--- src/rtl/dmem_pkg.sv ---
// dmem_pkg: shared types and helpers for the data-memory access controller.
//   size_t  - request size encoding (byte / half / word / illegal)
//   state_t - controller FSM states
//   size_addr_legal - alignment/size legality check at acceptance
//   size_last_idx   - index of the final byte access for a size
//   extend_load     - sign/zero extension of assembled load data
package dmem_pkg;

  localparam int NUM_REQ    = 2;
  localparam int REQ_CORE   = 0;
  localparam int REQ_LOADER = 1;

  typedef enum logic [1:0] {
    SZ_BYTE = 2'b00,
    SZ_HALF = 2'b01,
    SZ_WORD = 2'b10,
    SZ_ILL  = 2'b11
  } size_t;

  typedef enum logic [2:0] {
    IDLE,
    ERR,
    ACCESS,
    DRAIN,
    RESP
  } state_t;

  // Halves need even addresses, words need 4-byte alignment, 2'b11 is never legal.
  function automatic logic size_addr_legal(size_t size, logic [1:0] addr_lo);
    case (size)
      SZ_BYTE: return 1'b1;
      SZ_HALF: return ~addr_lo[0];
      SZ_WORD: return (addr_lo == 2'b00);
      default: return 1'b0;
    endcase
  endfunction

  function automatic logic [1:0] size_last_idx(size_t size);
    case (size)
      SZ_BYTE: return 2'd0;
      SZ_HALF: return 2'd1;
      default: return 2'd3;
    endcase
  endfunction

  function automatic logic [31:0] extend_load(size_t size, logic uns, logic [31:0] raw);
    case (size)
      SZ_BYTE: return uns ? {24'b0, raw[7:0]}  : {{24{raw[7]}}, raw[7:0]};
      SZ_HALF: return uns ? {16'b0, raw[15:0]} : {{16{raw[15]}}, raw[15:0]};
      default: return raw;
    endcase
  endfunction

endpackage

--- src/rtl/rr_arbiter_2.sv ---
// rr_arbiter_2: two-way round-robin arbiter.
//   clk, rst_n - clock and asynchronous active-low reset
//   req        - request vector
//   update     - strobe: the current grant is being consumed, remember it
//   gnt        - one-hot grant (zero when nothing requests)
//   gnt_idx    - index of the granted requester
// The pointer holds the last granted index; it resets to 1 so requester 0
// wins the first tie.
module rr_arbiter_2 (
  input  logic       clk,
  input  logic       rst_n,
  input  logic [1:0] req,
  input  logic       update,
  output logic [1:0] gnt,
  output logic       gnt_idx
);

  logic last_q, last_d;

  // On a tie pick the requester that was not granted last.
  always_comb begin
    gnt_idx = req[1] & (~req[0] | ~last_q);
    gnt     = (req == 2'b00) ? 2'b00 : (gnt_idx ? 2'b10 : 2'b01);
    last_d  = update ? gnt_idx : last_q;
  end

  always_ff @(posedge clk or negedge rst_n) begin
    if (!rst_n) begin
      last_q <= 1'b1;
    end else begin
      last_q <= last_d;
    end
  end

endmodule

--- src/rtl/dmem_access_ctrl.sv ---
// dmem_access_ctrl: multicycle arbiter/controller in front of a byte-wide RAM.
//   clk, rst_n          - clock and asynchronous active-low reset
//   req_*               - two requesters (0 = core LSU, 1 = loader)
//   req_ready           - combinational accept pulse, IDLE cycle only
//   rsp_valid/err/rdata - registered one-cycle response to the owner
//   mem_addr/we/wdata   - registered RAM byte interface
//   mem_rdata           - RAM read byte, valid the cycle after mem_addr
// Each request becomes 1/2/4 sequential byte accesses, little-endian.
module dmem_access_ctrl
  import dmem_pkg::*;
#(
  parameter int ADDR_WIDTH = 17,
  parameter int DATA_WIDTH = 32
) (
  input  logic                       clk,
  input  logic                       rst_n,
  input  logic [1:0]                 req_valid,
  output logic [1:0]                 req_ready,
  input  logic [1:0]                 req_we,
  input  logic [1:0][1:0]            req_size,
  input  logic [1:0]                 req_uns,
  input  logic [1:0][ADDR_WIDTH-1:0] req_addr,
  input  logic [1:0][DATA_WIDTH-1:0] req_wdata,
  output logic [1:0]                 rsp_valid,
  output logic                       rsp_err,
  output logic [DATA_WIDTH-1:0]      rsp_rdata,
  output logic [ADDR_WIDTH-1:0]      mem_addr,
  output logic                       mem_we,
  output logic [7:0]                 mem_wdata,
  input  logic [7:0]                 mem_rdata
);

  state_t                  state_q, state_d;
  logic                    we_q, we_d;
  size_t                   size_q, size_d;
  logic                    uns_q, uns_d;
  logic [DATA_WIDTH-1:0]   wdata_q, wdata_d;
  logic                    owner_q, owner_d;
  logic [1:0]              cnt_q, cnt_d;
  logic [DATA_WIDTH-1:0]   asm_q, asm_d;
  logic [ADDR_WIDTH-1:0]   mem_addr_q, mem_addr_d;
  logic                    mem_we_q, mem_we_d;
  logic [7:0]              mem_wdata_q, mem_wdata_d;
  logic [1:0]              rsp_valid_q, rsp_valid_d;
  logic                    rsp_err_q, rsp_err_d;
  logic [DATA_WIDTH-1:0]   rsp_rdata_q, rsp_rdata_d;

  logic       gnt_idx;
  logic [1:0] gnt_oh;
  logic       arb_update;
  size_t      sel_size;
  logic       sel_legal;
  logic [1:0] prev_idx;

  assign arb_update = (state_q == IDLE) && (|req_valid);
  assign sel_size   = size_t'(req_size[gnt_idx]);
  assign sel_legal  = size_addr_legal(sel_size, req_addr[gnt_idx][1:0]);
  assign prev_idx   = cnt_q - 2'd1;

  rr_arbiter_2 u_arb (
    .clk     (clk),
    .rst_n   (rst_n),
    .req     (req_valid),
    .update  (arb_update),
    .gnt     (gnt_oh),
    .gnt_idx (gnt_idx)
  );

  assign req_ready = (state_q == IDLE) ? gnt_oh : 2'b00;

  // Next-state logic. Response outputs and mem_we default to 0 so they only
  // pulse where explicitly set. During a load, the byte addressed in the
  // previous ACCESS cycle is on mem_rdata, so ACCESS captures byte cnt-1 and
  // DRAIN captures the final byte.
  always_comb begin
    state_d     = state_q;
    we_d        = we_q;
    size_d      = size_q;
    uns_d       = uns_q;
    wdata_d     = wdata_q;
    owner_d     = owner_q;
    cnt_d       = cnt_q;
    asm_d       = asm_q;
    mem_addr_d  = mem_addr_q;
    mem_we_d    = 1'b0;
    mem_wdata_d = mem_wdata_q;
    rsp_valid_d = 2'b00;
    rsp_err_d   = 1'b0;
    rsp_rdata_d = '0;

    case (state_q)
      IDLE: begin
        if (|req_valid) begin
          we_d    = req_we[gnt_idx];
          size_d  = sel_size;
          uns_d   = req_uns[gnt_idx];
          wdata_d = req_wdata[gnt_idx];
          owner_d = gnt_idx;
          cnt_d   = 2'd0;
          asm_d   = '0;
          if (sel_legal) begin
            state_d     = ACCESS;
            mem_addr_d  = req_addr[gnt_idx];
            mem_we_d    = req_we[gnt_idx];
            mem_wdata_d = req_wdata[gnt_idx][7:0];
          end else begin
            state_d              = ERR;
            rsp_valid_d[gnt_idx] = 1'b1;
            rsp_err_d            = 1'b1;
          end
        end
      end
      ERR: begin
        state_d = IDLE;
      end
      ACCESS: begin
        if (!we_q && (cnt_q != 2'd0)) begin
          asm_d[{prev_idx, 3'b000} +: 8] = mem_rdata;
        end
        if (cnt_q != size_last_idx(size_q)) begin
          cnt_d       = cnt_q + 2'd1;
          mem_addr_d  = mem_addr_q + {{(ADDR_WIDTH-1){1'b0}}, 1'b1};
          mem_we_d    = we_q;
          mem_wdata_d = wdata_q[{cnt_d, 3'b000} +: 8];
        end else if (we_q) begin
          state_d              = RESP;
          rsp_valid_d[owner_q] = 1'b1;
        end else begin
          state_d = DRAIN;
        end
      end
      DRAIN: begin
        asm_d[{cnt_q, 3'b000} +: 8] = mem_rdata;
        state_d              = RESP;
        rsp_valid_d[owner_q] = 1'b1;
        rsp_rdata_d          = extend_load(size_q, uns_q, asm_d);
      end
      RESP: begin
        state_d = IDLE;
      end
      default: begin
        state_d = IDLE;
      end
    endcase
  end

  // All state and registered outputs; reset aborts any access in progress.
  always_ff @(posedge clk or negedge rst_n) begin
    if (!rst_n) begin
      state_q     <= IDLE;
      we_q        <= 1'b0;
      size_q      <= SZ_BYTE;
      uns_q       <= 1'b0;
      wdata_q     <= '0;
      owner_q     <= 1'b0;
      cnt_q       <= 2'd0;
      asm_q       <= '0;
      mem_addr_q  <= '0;
      mem_we_q    <= 1'b0;
      mem_wdata_q <= 8'h00;
      rsp_valid_q <= 2'b00;
      rsp_err_q   <= 1'b0;
      rsp_rdata_q <= '0;
    end else begin
      state_q     <= state_d;
      we_q        <= we_d;
      size_q      <= size_d;
      uns_q       <= uns_d;
      wdata_q     <= wdata_d;
      owner_q     <= owner_d;
      cnt_q       <= cnt_d;
      asm_q       <= asm_d;
      mem_addr_q  <= mem_addr_d;
      mem_we_q    <= mem_we_d;
      mem_wdata_q <= mem_wdata_d;
      rsp_valid_q <= rsp_valid_d;
      rsp_err_q   <= rsp_err_d;
      rsp_rdata_q <= rsp_rdata_d;
    end
  end

  assign mem_addr  = mem_addr_q;
  assign mem_we    = mem_we_q;
  assign mem_wdata = mem_wdata_q;
  assign rsp_valid = rsp_valid_q;
  assign rsp_err   = rsp_err_q;
  assign rsp_rdata = rsp_rdata_q;

endmodule

--- config.mk ---
export PLATFORM = sky130hd
export DESIGN_NAME = dmem_access_ctrl
export DESIGN_NICKNAME = d
export VERILOG_FILES = /design/src/rtl/dmem_pkg.sv /design/src/rtl/rr_arbiter_2.sv /design/src/rtl/dmem_access_ctrl.sv
export SDC_FILE = /design/constraint.sdc
export NUM_CORES = 1
export LEC_CHECK = 0
export BUFFER_PORTS_ARGS = -buffer_cell sky130_fd_sc_hd__buf_4
export CAP_MARGIN = 20
export CORE_MARGIN = 3
export CORE_UTILIZATION = 50
export DETAILED_ROUTE_END_ITERATION = 6
export HOLD_SLACK_MARGIN = 0.08
export PLACE_DENSITY = 0.87
export SYNTH_ARGS = -nofsm -noshare
export SYNTH_HDL_FRONTEND = slang
export SYNTH_SLANG_ARGS = --single-unit
--- constraint.sdc ---
create_clock -name clk -period 3.5 [get_ports clk]
set_input_delay 0.7 -clock clk [delete_from_list [all_inputs] [get_ports clk]]
set_output_delay 0.7 -clock clk [all_outputs]
set_load 0.02 [all_outputs]
==> results_dict.tcl, run 1 <==
set metrics [dict create \
    status "finished, violations left" \
    violations "design-rule violations" \
    htreeDepth 4 \
    r2r-start "cnt_q[0]" \
    cts_setup_buffers 0 \
    initial_core_util 0.5157 \
    synth_mux_area_frac 0.06247 \
    gp_congestion 0.8833 \
    cp_slowest_stage_delay_ns 0.49 \
    yosysTopAreaCell "dfrtp_1" \
    synth_top_family_by_area "compound AO/OA/AOI/OAI gates" \
    clk-insertion-delay-late_ns 0.42 \
    port_buffers 180 \
    synth_xor_area_frac 0.001267 \
    critPathKind "reg2out" \
    antenna_found_initial 0 \
    final_util 0.6669 \
    place_area_sq_um 8335 \
    grt_pass1_vias 6105 \
    powerDensity_nw_per_um2 906.2 \
    area_growth_pct 29.33 \
    synth.avg_cell_area_sq_um 9.844 \
    cts_tree "done" \
    dp.final_hpwl_mm 13.22 \
    core.rowCount 42 \
    yosys.area_share.simple 0.1505 \
    drt-total-wl_mm 19.34 \
    vias 6353 \
    hold_path.class "in2async" \
    synth_top_area_frac 0.4889 \
    startpoint "state_q[2]" \
    path_clk_slew_ns 0.06 \
    track_usage 0.2553 \
    max_freq_ghz 0.3598 \
    syn_inst 702 \
    first_pass_iters 7 \
    final-hold-violation-count 0 \
    arrival_ns 2.08 \
    crit_path_max_fanout 28 \
    coreArea_sq_um 13400 \
    cp_common_cell "buf_4" \
    cts.path.max_buffers 2 \
    rsz0062_at_grt "false" \
    first_iter_violations 845 \
    layout.nets 985 \
    drive_gt1_frac 0.2955 \
    cp-end-kind "output pin" \
    clkSinkCount 136 \
    path_cells "nor3_2, o21ai_4, nor2_2, buf_4, buf_4" \
    cts_made_buffers 17 \
    fp.dieH_um 123.6 \
    cp_slowest_cell "dfrtp_1" \
    final_cells 1049 \
    synthesis.nets 827 \
    synth-edff-count 0 \
    fill_cells 1010 \
    synth.cell_area_sq_um 6910 \
    worst_slew_pin_slew_ns 1.123 \
    required_ns 2.80 \
    dp_slack_ns 0.7906 \
    fin_area_sq_um 8937 \
    setup_violations 0 \
    cts_hold_buf 0 \
    grt_start_max_net_pins 65 \
    cts_resized 0 \
    tns_ns 0 \
    ant_nets 0 \
    regArea_sq_um 3405 \
    ys_ff_latch 136 \
    synth-seq-area-share 0.4927 \
    antenna_cells 0 \
    drc 10 \
    skew_ns 0.008039 \
    peakVddDrop_v 0.0004966 \
    setup_ws_ns 0.7209 \
    root_buffer "clkbuf_16" \
    p_leak_nw 4.207 \
    crit_buf_inv 2 \
    crit_family "simple AND/OR/NAND/NOR gates" \
    max_cap_viol_count 0 \
    placedCellCount 1017 \
    io_pins 181 \
    ys_warn_count 0 \
    slew-limit-headroom 0.2514 \
    slew_viol_final 0 \
    grt_pass1_wl_mm 30.39 \
    synthArstFlopShare 1.000 \
    fin_crit_sh 0.7940 \
    multi_input_area_sq_um 3152 \
    gr-total-overflow 0 \
    wl_per_cell_um 18.44 \
    die-area_sq_um 15270 \
    synth_compound_area_frac 0.2281 \
    ys.flop_type "dfrtp_1" \
    synth.area.top_cells "dfrtp_1 49%, nand2_1 5.3%, a21oi_1 4.1%" \
    min_period_ns 2.779 \
    start_kind "register" \
    die-width_um 123.6 \
    yosysUniqueCellTypes 63 \
    synth-adder-area-share 0.01267 \
    via_per_inst 6.056 \
]
==> Yosys cell counts (4+ instances only) <==
cell type	count
a21oi_1	57
a222oi_1	26
a22o_1	18
a2bb2oi_1	7
a31oi_1	25
buf_1	5
buf_2	10
buf_6	4
clkbuf_1	29
dfrtp_1	135
ha_1	7
inv_1	31
mux2_2	5
mux2_4	5
mux2i_1	12
mux4_2	8
nand2_1	98
nand2b_1	14
nand3_1	16
nor2_1	35
nor2b_1	17
nor3_1	10
o21ai_0	54
o21ai_1	6
o31ai_1	10
==> kinds of logic after synthesis <==
logic type | after synthesis
xor+xnor | 1
flops | 136
simple gates | 214
compound gates | 232
buf+inv | 82
mux | 30
fa+ha+maj | 7
==> where the power goes <==
group	switching [mW]	internal (mW)	total (mW)
Combinational	2.18	1.57	3.75
Sequential	0.448	2.09	2.53
Clock	0.693	1.12	1.82
Total	3.32	4.78	8.10
==> layer usage <==
layer / track usage / vias up / wire (um)
met1: 0.3336 / 3094 / 7493
met4: 0.09481 / 0 / 349
met2: 0.4094 / 345 / 9705
met5: 0 / - / 0
li1: - / 2878 / -
met3: 0.06816 / 36 / 1793
==> state kept, by name (all words and copies together) (netlist names) <==
signal        cells
asm_q            32
rsp_rdata        32
wdata_q          32
mem_addr         17
mem_wdata         8
state_q           3
cnt_q             2
rsp_valid         2
size_q            2
mem_we            1
owner_q           1
rsp_err           1
u_arb.last_q      1
uns_q             1
we_q              1
==> cell type report <==
class                           count  area share
Clock inverter                     14     0.01932
Sequential cell                   136      0.3809
Timing Repair Buffer              190      0.1614
Clock buffer                       18     0.04802
Multi-Input combinational cell    484      0.3527
Tap cell                          176     0.02464
Inverter                           31     0.01302
==> per-stage QoR <==
step           hold slack (ns)  power (mW)
5_1_grt                 0.2942       8.561
3_3_place_gp            0.4544       6.115
3_5_place_dp            0.4637       6.224
6_report                0.2522       8.099
4_1_cts                 0.2781       8.069
2_1_floorplan           0.4044       5.157
==> cell usage in the layout, fill, tap and decap left out, types with 7 or more instances in the layout <==
cell type / Yosys / layout
mux2i_1: 12 / 12
nand2b_1: 14 / 14
dfrtp_1: 135 / 135
buf_4: 3 / 188
nand2_1: 98 / 98
a21oi_1: 57 / 57
a2bb2oi_1: 7 / 7
a22o_1: 18 / 18
nand3_1: 16 / 16
ha_1: 7 / 7
nor3_1: 10 / 10
a31oi_1: 25 / 25
a222oi_1: 26 / 26
nor2b_1: 17 / 17
inv_1: 31 / 31
mux4_2: 8 / 8
o21ai_0: 54 / 54
clkbuf_16: 0 / 17
o31ai_1: 10 / 10
nor2_1: 35 / 35
==> final timing paths <==
path	to	slack (ns)	depth (start not counted)
worst max-delay path	req_ready[0]	0.72	5
worst min-delay path	rsp_rdata[8]	0.25	1
worst max register to register	asm_q[25]	0.73	7
worst min register to register	asm_q[7]	0.48	2
max in group asynchronous	u_arb.last_q	2.45	2
min in group clk	asm_q[7]	0.48	2
No activity file was read; power rests on OpenSTA's default activity.
==> run 2, diff against run 1 <==
--- a/config.mk
+++ b/config.mk
@@ -8,10 +8,10 @@
 export BUFFER_PORTS_ARGS = -buffer_cell sky130_fd_sc_hd__buf_4
 export CAP_MARGIN = 20
 export CORE_MARGIN = 3
-export CORE_UTILIZATION = 50
+export CORE_UTILIZATION = 48
 export DETAILED_ROUTE_END_ITERATION = 6
 export HOLD_SLACK_MARGIN = 0.08
-export PLACE_DENSITY = 0.87
+export PLACE_DENSITY = 0.88
 export SYNTH_ARGS = -nofsm -noshare
 export SYNTH_HDL_FRONTEND = slang
 export SYNTH_SLANG_ARGS = --single-unit
==> constraint.sdc (replaced) <==
create_clock -name clk -period 2.2 [get_ports clk]
set_input_delay 0.44 -clock clk [delete_from_list [all_inputs] [get_ports clk]]
set_output_delay 0.44 -clock clk [all_outputs]
set_load 0.02 [all_outputs]
==> run 2 against run 1 <==
The run now ends clean; global-route usage fell by 0.70 points; sequential power rose by 56%; final cell count rose by 5.1%; via count rose by 0.96%; count of clock-buffer cells in the layout rose by 3; largest power group unchanged; total power rose by 75%; highest routed layer unchanged.
==> results_dict.tcl, run 2 (same netlist as run 1, synthesis figures left out) <==
set metrics [dict create \
    root_buffer "clkbuf_16" \
    gp_congestion 0.8869 \
    via_per_inst 5.820 \
    cts.path.max_buffers 2 \
    power.internal_mw 8.590 \
    status "finished, final reports clean" \
    powerDensity_nw_per_um2 1491 \
    ant_nets 0 \
    cts_made_buffers 17 \
    track_usage 0.2483 \
    grt_start_max_net_pins 49 \
    max_cap_viol_count 0 \
    antenna_found_initial 0 \
    gr-total-overflow 0 \
    final_util 0.6815 \
    core.rowCount 43 \
    wl_per_cell_um 18.21 \
    slew_viol_final 0 \
    slew-limit-headroom 0.6989 \
    final_cell_mix "230 x buf_4, 135 x dfrtp_1, 98 x nand2_1, 52 x a21oi_1, 52 x o21ai_0" \
    port_buffers 180 \
    start_kind "register" \
    p_leak_nw 4.497 \
    htreeDepth 4 \
    min_from "req_wdata[45]" \
    grt_pass1_vias 6394 \
    grt_pass1_wl_mm 32.12 \
    final-hold-violation-count 0 \
    clk-insertion-delay-late_ns 0.42 \
    fp.dieH_um 126.0 \
    die-area_sq_um 15870 \
    hold_end "wdata_q[13]" \
    seqPwrFrac 0.278 \
    first_iter_violations 794 \
    cts_tree "done" \
    required_ns 2.50 \
    first_pass_iters 6 \
    drc 0 \
    r2r-start "cnt_q[0]" \
    p_sw_mw 5.620 \
    antenna_cells 0 \
    r2r-end "asm_q[23]" \
    dp.final_hpwl_mm 13.58 \
    drt-total-wl_mm 20.07 \
    hold-path-cell-count 3 \
    die-width_um 126.0 \
    pwr-share-clk 0.215 \
    crit_path_max_fanout 7 \
    initial_core_util 0.4940 \
    area_growth_pct 37.95 \
    setup_violations 0 \
    max_freq_ghz 0.4590 \
    combPwrFrac 0.507 \
    power.total_mw 14.21 \
    arrival_ns 2.48 \
    hold_path.class "in2reg" \
    worst_slew_pin_slew_ns 0.4516 \
    drive_gt1_frac 0.3547 \
    clkSinkCount 136 \
    io_pins 181 \
    path_clk_slew_ns 0.06 \
    min_period_ns 2.179 \
    cp-end-kind "register" \
    rrSetupSlack_ns 0.02 \
    reg2reg_depth 8 \
    peakVddDrop_v 0.0006655 \
    skew_ns 0.006885 \
    final_common_cell "buf_4" \
    coreArea_sq_um 13990 \
    fin_crit_sh 0.9903 \
    layout.nets 1034 \
    vias 6414 \
    critPathKind "reg2reg" \
    switching_share 0.3955 \
]
[run 2: power groups by stage]
| stage | sequential (mW) | clock (mW) | combinational, mW |
|---|---|---|---|
| 3_5_place_dp | 3.95 | 0 | 6.46 |
| 3_3_place_gp | 3.93 | 0 | 6.29 |
| 6_report | 3.94 | 3.06 | 7.20 |
| 4_1_cts | 3.93 | 3.08 | 6.64 |
| 2_1_floorplan | 4.15 | 0 | 4.20 |
| 5_1_grt | 4.04 | 3.20 | 7.81 |
[run 2: worst max path at each step]
stage / start / to / slack, ns / cells past startpoint
after floorplan: cnt_q[0] / asm_q[16] / -0.13 / 9
after CTS: cnt_q[0] / asm_q[23] / -0.02 / 7
after global placement: cnt_q[0] / rsp_rdata[21] / 0.03 / 7
final: cnt_q[0] / asm_q[23] / 0.02 / 8
after detailed placement: cnt_q[0] / asm_q[21] / -0.08 / 7
after global routing: cnt_q[0] / asm_q[24] / -0.04 / 8
[run 2: routing by layer]
layer | vias to the layer above | global-route usage | routed length, um
met2 | 322 | 0.4103 | 10120
met5 | - | 0 | 0
li1 | 2983 | - | -
met3 | 36 | 0.05471 | 1636
met4 | 0 | 0.09148 | 388
met1 | 3073 | 0.3228 | 7923
[run 2: layout make-up]
class                      instances  area (sq um)
multi-input combinational        485          3293
sequential                       136          3405
timing repair buffer             238          1851
fill                            1045          4456
tap                              180         225.2
clock buffer                      21         470.5
inverter                          31         120.1
clock inverter                    11         168.9
[run 2: timing repair]
item | 4_1_cts | 5_1_grt
gates resized for setup | 7 | 13
hold endpoints to repair | 42 | 0
pin swaps | 1 | 6
hold buffers | 1 | 0
setup buffers | 5 | 14
endpoints found under the setup margin | 48 | 65
cloned | 0 | 1
[run 2: critical path, stage by stage (launching register included)]
cell and delay (ns):
dfrtp_1 0.40, clkinvlp_4 0.17, ha_2 0.24, or2_2 0.33
a221oi_4 0.27, buf_4 0.17, o21ai_2 0.06, o21bai_4 0.21
a22o_1 0.21
[run 2: per-stage QoR]
stage | hold WS, ns | area (sq um) | worst slack [ns] | cells | TNS, ns
2_1_floorplan | 0.1444 | 6993 | -0.1267 | 702 | -3.154
5_1_grt | 0.2297 | 9533 | -0.04016 | 1102 | -0.5291
6_report | 0.2322 | 9533 | 0.02135 | 1102 | 0
4_1_cts | 0.2227 | 9369 | -0.02260 | 1088 | -0.05415
3_3_place_gp | 0.3880 | 8643 | 0.02800 | 1050 | 0
3_5_place_dp | 0.3950 | 8643 | -0.07526 | 1050 | -1.608
